## src/rtl/ampel_taktgeber_pkg.sv

```systemverilog
// Shared widths, limits and debounce state encoding for the traffic-light clock stage.
package ampel_taktgeber_pkg;

  localparam int ZAEHLER_BREITE = 3;
  localparam logic [ZAEHLER_BREITE-1:0] ZAEHLER_MAX = 3'd7;

  typedef enum logic [1:0] {
    LOS         = 2'd0,
    PRUEF_DRUCK = 2'd1,
    GEDRUECKT   = 2'd2,
    PRUEF_LOS   = 2'd3
  } entprell_zustand_t;

  // $clog2 returns 0 for an argument of 1; registers need at least one bit.
  function automatic int breite_min1(input int wert);
    return (wert < 1) ? 1 : wert;
  endfunction

endpackage

```

## src/rtl/ampel_taktgeber_entpreller.sv

```systemverilog
// Button conditioning: two-flop synchroniser, debounce FSM and one-cycle press pulse.
module knopf_entpreller
  import ampel_taktgeber_pkg::*;
#(
  parameter int ENTPRELL_TAKTE = 4
) (
  input  logic clk,
  input  logic rst,
  input  logic knopf_roh,
  output logic knopf
);

  localparam int ZW = breite_min1($clog2(ENTPRELL_TAKTE + 1));
  localparam logic [ZW-1:0] ZIEL = ZW'(ENTPRELL_TAKTE - 1);
  localparam logic [ZW-1:0] EINS = ZW'(1);
  localparam logic SOFORT = (ENTPRELL_TAKTE == 1);

  logic              sync1_q, sync2_q;
  entprell_zustand_t zustand_q, zustand_d;
  logic [ZW-1:0]     zaehl_q, zaehl_d;
  logic              knopf_q, knopf_d;

  // Handshake: none; knopf is a plain one-cycle strobe with no back-pressure.
  always_comb begin
    zustand_d = zustand_q;
    zaehl_d   = zaehl_q;
    knopf_d   = 1'b0;
    case (zustand_q)
      LOS: begin
        if (sync2_q) begin
          if (SOFORT) begin
            zustand_d = GEDRUECKT;
            zaehl_d   = '0;
            knopf_d   = 1'b1;
          end else begin
            zustand_d = PRUEF_DRUCK;
            zaehl_d   = EINS;
          end
        end
      end
      PRUEF_DRUCK: begin
        if (!sync2_q) begin
          zustand_d = LOS;
          zaehl_d   = '0;
        end else if (zaehl_q == ZIEL) begin
          zustand_d = GEDRUECKT;
          zaehl_d   = '0;
          knopf_d   = 1'b1;
        end else begin
          zaehl_d = zaehl_q + EINS;
        end
      end
      GEDRUECKT: begin
        if (!sync2_q) begin
          if (SOFORT) begin
            zustand_d = LOS;
            zaehl_d   = '0;
          end else begin
            zustand_d = PRUEF_LOS;
            zaehl_d   = EINS;
          end
        end
      end
      PRUEF_LOS: begin
        // Release is qualified the same way as a press but never pulses.
        if (sync2_q) begin
          zustand_d = GEDRUECKT;
          zaehl_d   = '0;
        end else if (zaehl_q == ZIEL) begin
          zustand_d = LOS;
          zaehl_d   = '0;
        end else begin
          zaehl_d = zaehl_q + EINS;
        end
      end
      default: begin
        zustand_d = LOS;
        zaehl_d   = '0;
      end
    endcase
  end

  always_ff @(posedge clk) begin
    if (rst) begin
      sync1_q   <= 1'b0;
      sync2_q   <= 1'b0;
      zustand_q <= LOS;
      zaehl_q   <= '0;
      knopf_q   <= 1'b0;
    end else begin
      sync1_q   <= knopf_roh;
      sync2_q   <= sync1_q;
      zustand_q <= zustand_d;
      zaehl_q   <= zaehl_d;
      knopf_q   <= knopf_d;
    end
  end

  assign knopf = knopf_q;

endmodule

```

## src/rtl/ampel_taktgeber.sv

```systemverilog
// Prescaled, enable-gated phase counter with cycle-start flag and debounced button pulse.
module ampel_taktgeber
  import ampel_taktgeber_pkg::*;
#(
  parameter int TAKT_TEILER    = 1,
  parameter int ENTPRELL_TAKTE = 4
) (
  input  logic                      clk,
  input  logic                      rst,
  input  logic                      laeuft,
  input  logic                      knopf_roh,
  output logic [ZAEHLER_BREITE-1:0] counter,
  output logic                      knopf,
  output logic                      zyklus_start
);

  localparam int VW = breite_min1($clog2(TAKT_TEILER));
  localparam logic [VW-1:0] VOR_MAX = VW'(TAKT_TEILER - 1);
  localparam logic [VW-1:0] VOR_EINS = VW'(1);

  logic [VW-1:0]             vor_q, vor_d;
  logic [ZAEHLER_BREITE-1:0] zaehler_q, zaehler_d;
  logic                      zyklus_q, zyklus_d;

  always_comb begin
    vor_d     = vor_q;
    zaehler_d = zaehler_q;
    zyklus_d  = 1'b0;
    if (laeuft) begin
      if (vor_q == VOR_MAX) begin
        vor_d     = '0;
        zaehler_d = zaehler_q + 3'd1;
        // Flag the cycle in which the counter first reads 0 after a wrap.
        zyklus_d  = (zaehler_q == ZAEHLER_MAX);
      end else begin
        vor_d = vor_q + VOR_EINS;
      end
    end
  end

  always_ff @(posedge clk) begin
    if (rst) begin
      vor_q     <= '0;
      zaehler_q <= '0;
      zyklus_q  <= 1'b0;
    end else begin
      vor_q     <= vor_d;
      zaehler_q <= zaehler_d;
      zyklus_q  <= zyklus_d;
    end
  end

  assign counter      = zaehler_q;
  assign zyklus_start = zyklus_q;

  knopf_entpreller #(
    .ENTPRELL_TAKTE(ENTPRELL_TAKTE)
  ) u_entpreller (
    .clk      (clk),
    .rst      (rst),
    .knopf_roh(knopf_roh),
    .knopf    (knopf)
  );

endmodule

```

## config.mk

```make
export PLATFORM = sky130hd
export DESIGN_NAME = ampel_taktgeber
export DESIGN_NICKNAME = d
export VERILOG_FILES = /design/src/rtl/ampel_taktgeber_pkg.sv /design/src/rtl/ampel_taktgeber_entpreller.sv /design/src/rtl/ampel_taktgeber.sv
export SDC_FILE = /design/constraint.sdc
export NUM_CORES = 1
export LEC_CHECK = 0
export CORE_AREA = 5 5 42 44
export DETAILED_ROUTE_END_ITERATION = 10
export DIE_AREA = 0 0 47 49
export GPL_ROUTABILITY_DRIVEN = 0
export PLACE_DENSITY_LB_ADDON = 0.2
export SYNTH_ARGS = -nofsm -noshare
export SYNTH_HDL_FRONTEND = slang
export SYNTH_SLANG_ARGS = --single-unit
export TNS_END_PERCENT = 50
```

## constraint.sdc

```tcl
create_clock -name clk -period 3.6 [get_ports clk]
set_input_delay 0.54 -clock clk [delete_from_list [all_inputs] [get_ports clk]]
set_output_delay 0.54 -clock clk [all_outputs]
set_load 0.02 [all_outputs]
```

==> flow_metrics.tcl <==
set metrics [dict create \
    status "finished clean" \
    die-area_um2 2300 \
    synth.distinct_cells 20 \
    critPathKind "flip-flop to output pin" \
    slew_headroom_pct 71.7 \
    cp_num_buf_inv 1 \
    grt_max_degree 13 \
    io_buffers 8 \
    drc_errors 0 \
    hold_viol 0 \
    dp_cells 65 \
    ir_worst_vdd_mv 0.211 \
    met2_usage_pct 10.6 \
    viasPerCell 4.51 \
    maxCapViolCount 0 \
    setup_violations 0 \
    seq_power_share_pct 52.4 \
    ioPinCount 9 \
    p_int_mw 0.211 \
    p_per_area_nw_per_um2 448 \
    syn-cell-area_um2 464 \
    cts_setup_buffers 0 \
    final-max-slew-violation-count 0 \
    hold_class "flip-flop to flip-flop" \
    drt_wl_total_um 706 \
    area_delta_synth_final_pct 28.6 \
    p_leak_nw 0.257 \
    rsz0062_at_grt "no" \
    htree_levels 1 \
    synthCells 42 \
    dp_hpwl_um 521 \
    path_cells "clkdlybuf4s50_1" \
    ctsRootBufferMaster "clkbuf_4" \
    synth.top_cell.area_share_pct 51.8 \
    setup_tns_ns 0 \
    fin_crit_sh_pct 49.9 \
    fin_cells 69 \
    worstSkewPairLatency_ns 0.27 \
    grt_pass1_vias 325 \
    nNetsFinal 61 \
    wire_per_inst_um 10.2 \
    grtUsageMet3_pct 4.06 \
    antenna_found_initial 0 \
    ant_nets 0 \
    final_cell_mix "12 x dfxtp_1, 8 x clkdlybuf4s50_1, 6 x nor2_1" \
    ys_warn_count 0 \
    p_sw_mw 0.0563 \
    synth_top_area_cell "dfxtp_1" \
    clock_path_buffers 2 \
    start_kind "flip-flop" \
    required_ns 3.06 \
    synthesis.nets 49 \
    cts_hold_buffers 0 \
    clk_pin_slew_ns 0.07 \
    clock_skew_ns 0.00226 \
    grt_pass1_wl_mm 1.27 \
    yosys_register_bits 12 \
    cpLargestDelayFamily "buffers and inverters" \
    cts.sinks 12 \
    worstMarginPinSlew_ns 0.423 \
    synth.avg_cell_area_um2 11.1 \
    start_util_pct 33.1 \
    fmax_mhz 557 \
    die-width_um 47 \
    cts_resized 0 \
    coreArea_um2 1400 \
    diodes 0 \
    core.rowCount 14 \
    ys_seq_area_share_pct 51.8 \
    worstSetupEndpointType "output pin" \
    met1_usage_pct 9.11 \
    top_usage_layer "met2" \
    p_clk_share_pct 38.7 \
    layout.cells.most_common "dfxtp_1" \
    grt.overflow.total 0 \
    max_stage_delay_ns 0.62 \
    period_minus_slack_ns 1.80 \
    vias 311 \
    crit_slowest_cell "clkdlybuf4s50_1" \
    grt.total_usage_pct 7.84 \
    worstPathMaxFanout 3 \
    comb_power_share_pct 8.8 \
    arrival_ns 1.26 \
    drive_gt1_share_pct 11.3 \
    synthTopCellsByArea "dfxtp_1 52%, ha_1 8.1%, mux2i_1 6.5%, nor2_1 4.9%, nand2b_1 2.7%" \
    p_sw_share_pct 21.0 \
    cts_buffers 3 \
    dr.pass1.iters 2 \
    drtIter0Drc 5 \
    die_h_um 49 \
    cts_tree "built" \
]
## per-layer routing
metal  vias up  wire length, um  share of wire, %
li1        165                -                 -
met4         0                0                 0
met3         0               54               7.6
met5         -                0                 0
met1       137              342                48
met2         9              309                44
## power by group through the flow
stage | sequential [mW] | clock [mW] | combinational (mW)
final | 0.140 | 0.104 | 0.0237
after CTS | 0.140 | 0.109 | 0.0241
after floorplan | 0.146 | 0 | 0.0106
after global routing | 0.141 | 0.117 | 0.0259
after global placement | 0.144 | 0 | 0.0239
after detailed placement | 0.144 | 0 | 0.0239
## Yosys cell counts (all sizes together)
master,n
nor2,6
xor2,1
nor3b,1
mux2i,3
or2b,1
and3b,1
xnor2,1
nor4b,1
mux2,1
a211oi,1
nand4,1
dfxtp,12
ha,3
clkbuf,1
nor2b,2
a21oi,1
or3b,1
nand3b,1
nand2b,2
nand2,1
## sequential cells by signal (all words and copies together), names as in the netlist, named ones only
signal	count
u_entpreller.sync2_q	1
u_entpreller.zaehl_q	3
counter	3
u_entpreller.knopf	1
zyklus_start	1
u_entpreller.zustand_q	1
u_entpreller.sync1_q	1
## stage by stage
step	hold slack, ns	util, %	power [mW]	cell area, um2	worst slack (ns)
CTS	0.445	42.6	0.274	597	1.79
floorplan	0.414	-	0.157	464	2.42
global placement	0.424	40.0	0.167	561	1.99
global route	0.476	42.6	0.284	597	1.75
detailed placement	0.427	40.0	0.167	561	1.98
finish	0.442	42.6	0.268	597	1.80
## layout make-up
cell class              instances  area [um2]
fillers                       142         805
multi-input cells              29         220
flip-flops and latches         12         240
clock buffers                   4        36.3
well taps                      16        20.0
repair buffers                  8        80.1
## worst paths after layout
path	slack, ns	start	cells past startpoint	to
max	1.80	counter[0]	1	counter[0]
min reg2reg	0.44	u_entpreller.sync1_q	1	u_entpreller.sync2_q
min	0.44	u_entpreller.sync1_q	1	u_entpreller.sync2_q
max reg2reg	2.31	flip-flop	3	u_entpreller.zaehl_q[2]
## cell families (layout without fill, tap and decap cells)
group	Yosys count	in the layout	share of synthesized area, %
simple gates	18	18	24.0
flops	12	12	51.8
mux	4	4	8.89
fa+ha+maj	3	3	8.09
compound gates	2	2	2.69
xor+xnor	2	2	3.77
buf+inv	1	12	0.808
Power figures use the tool's default switching activity.
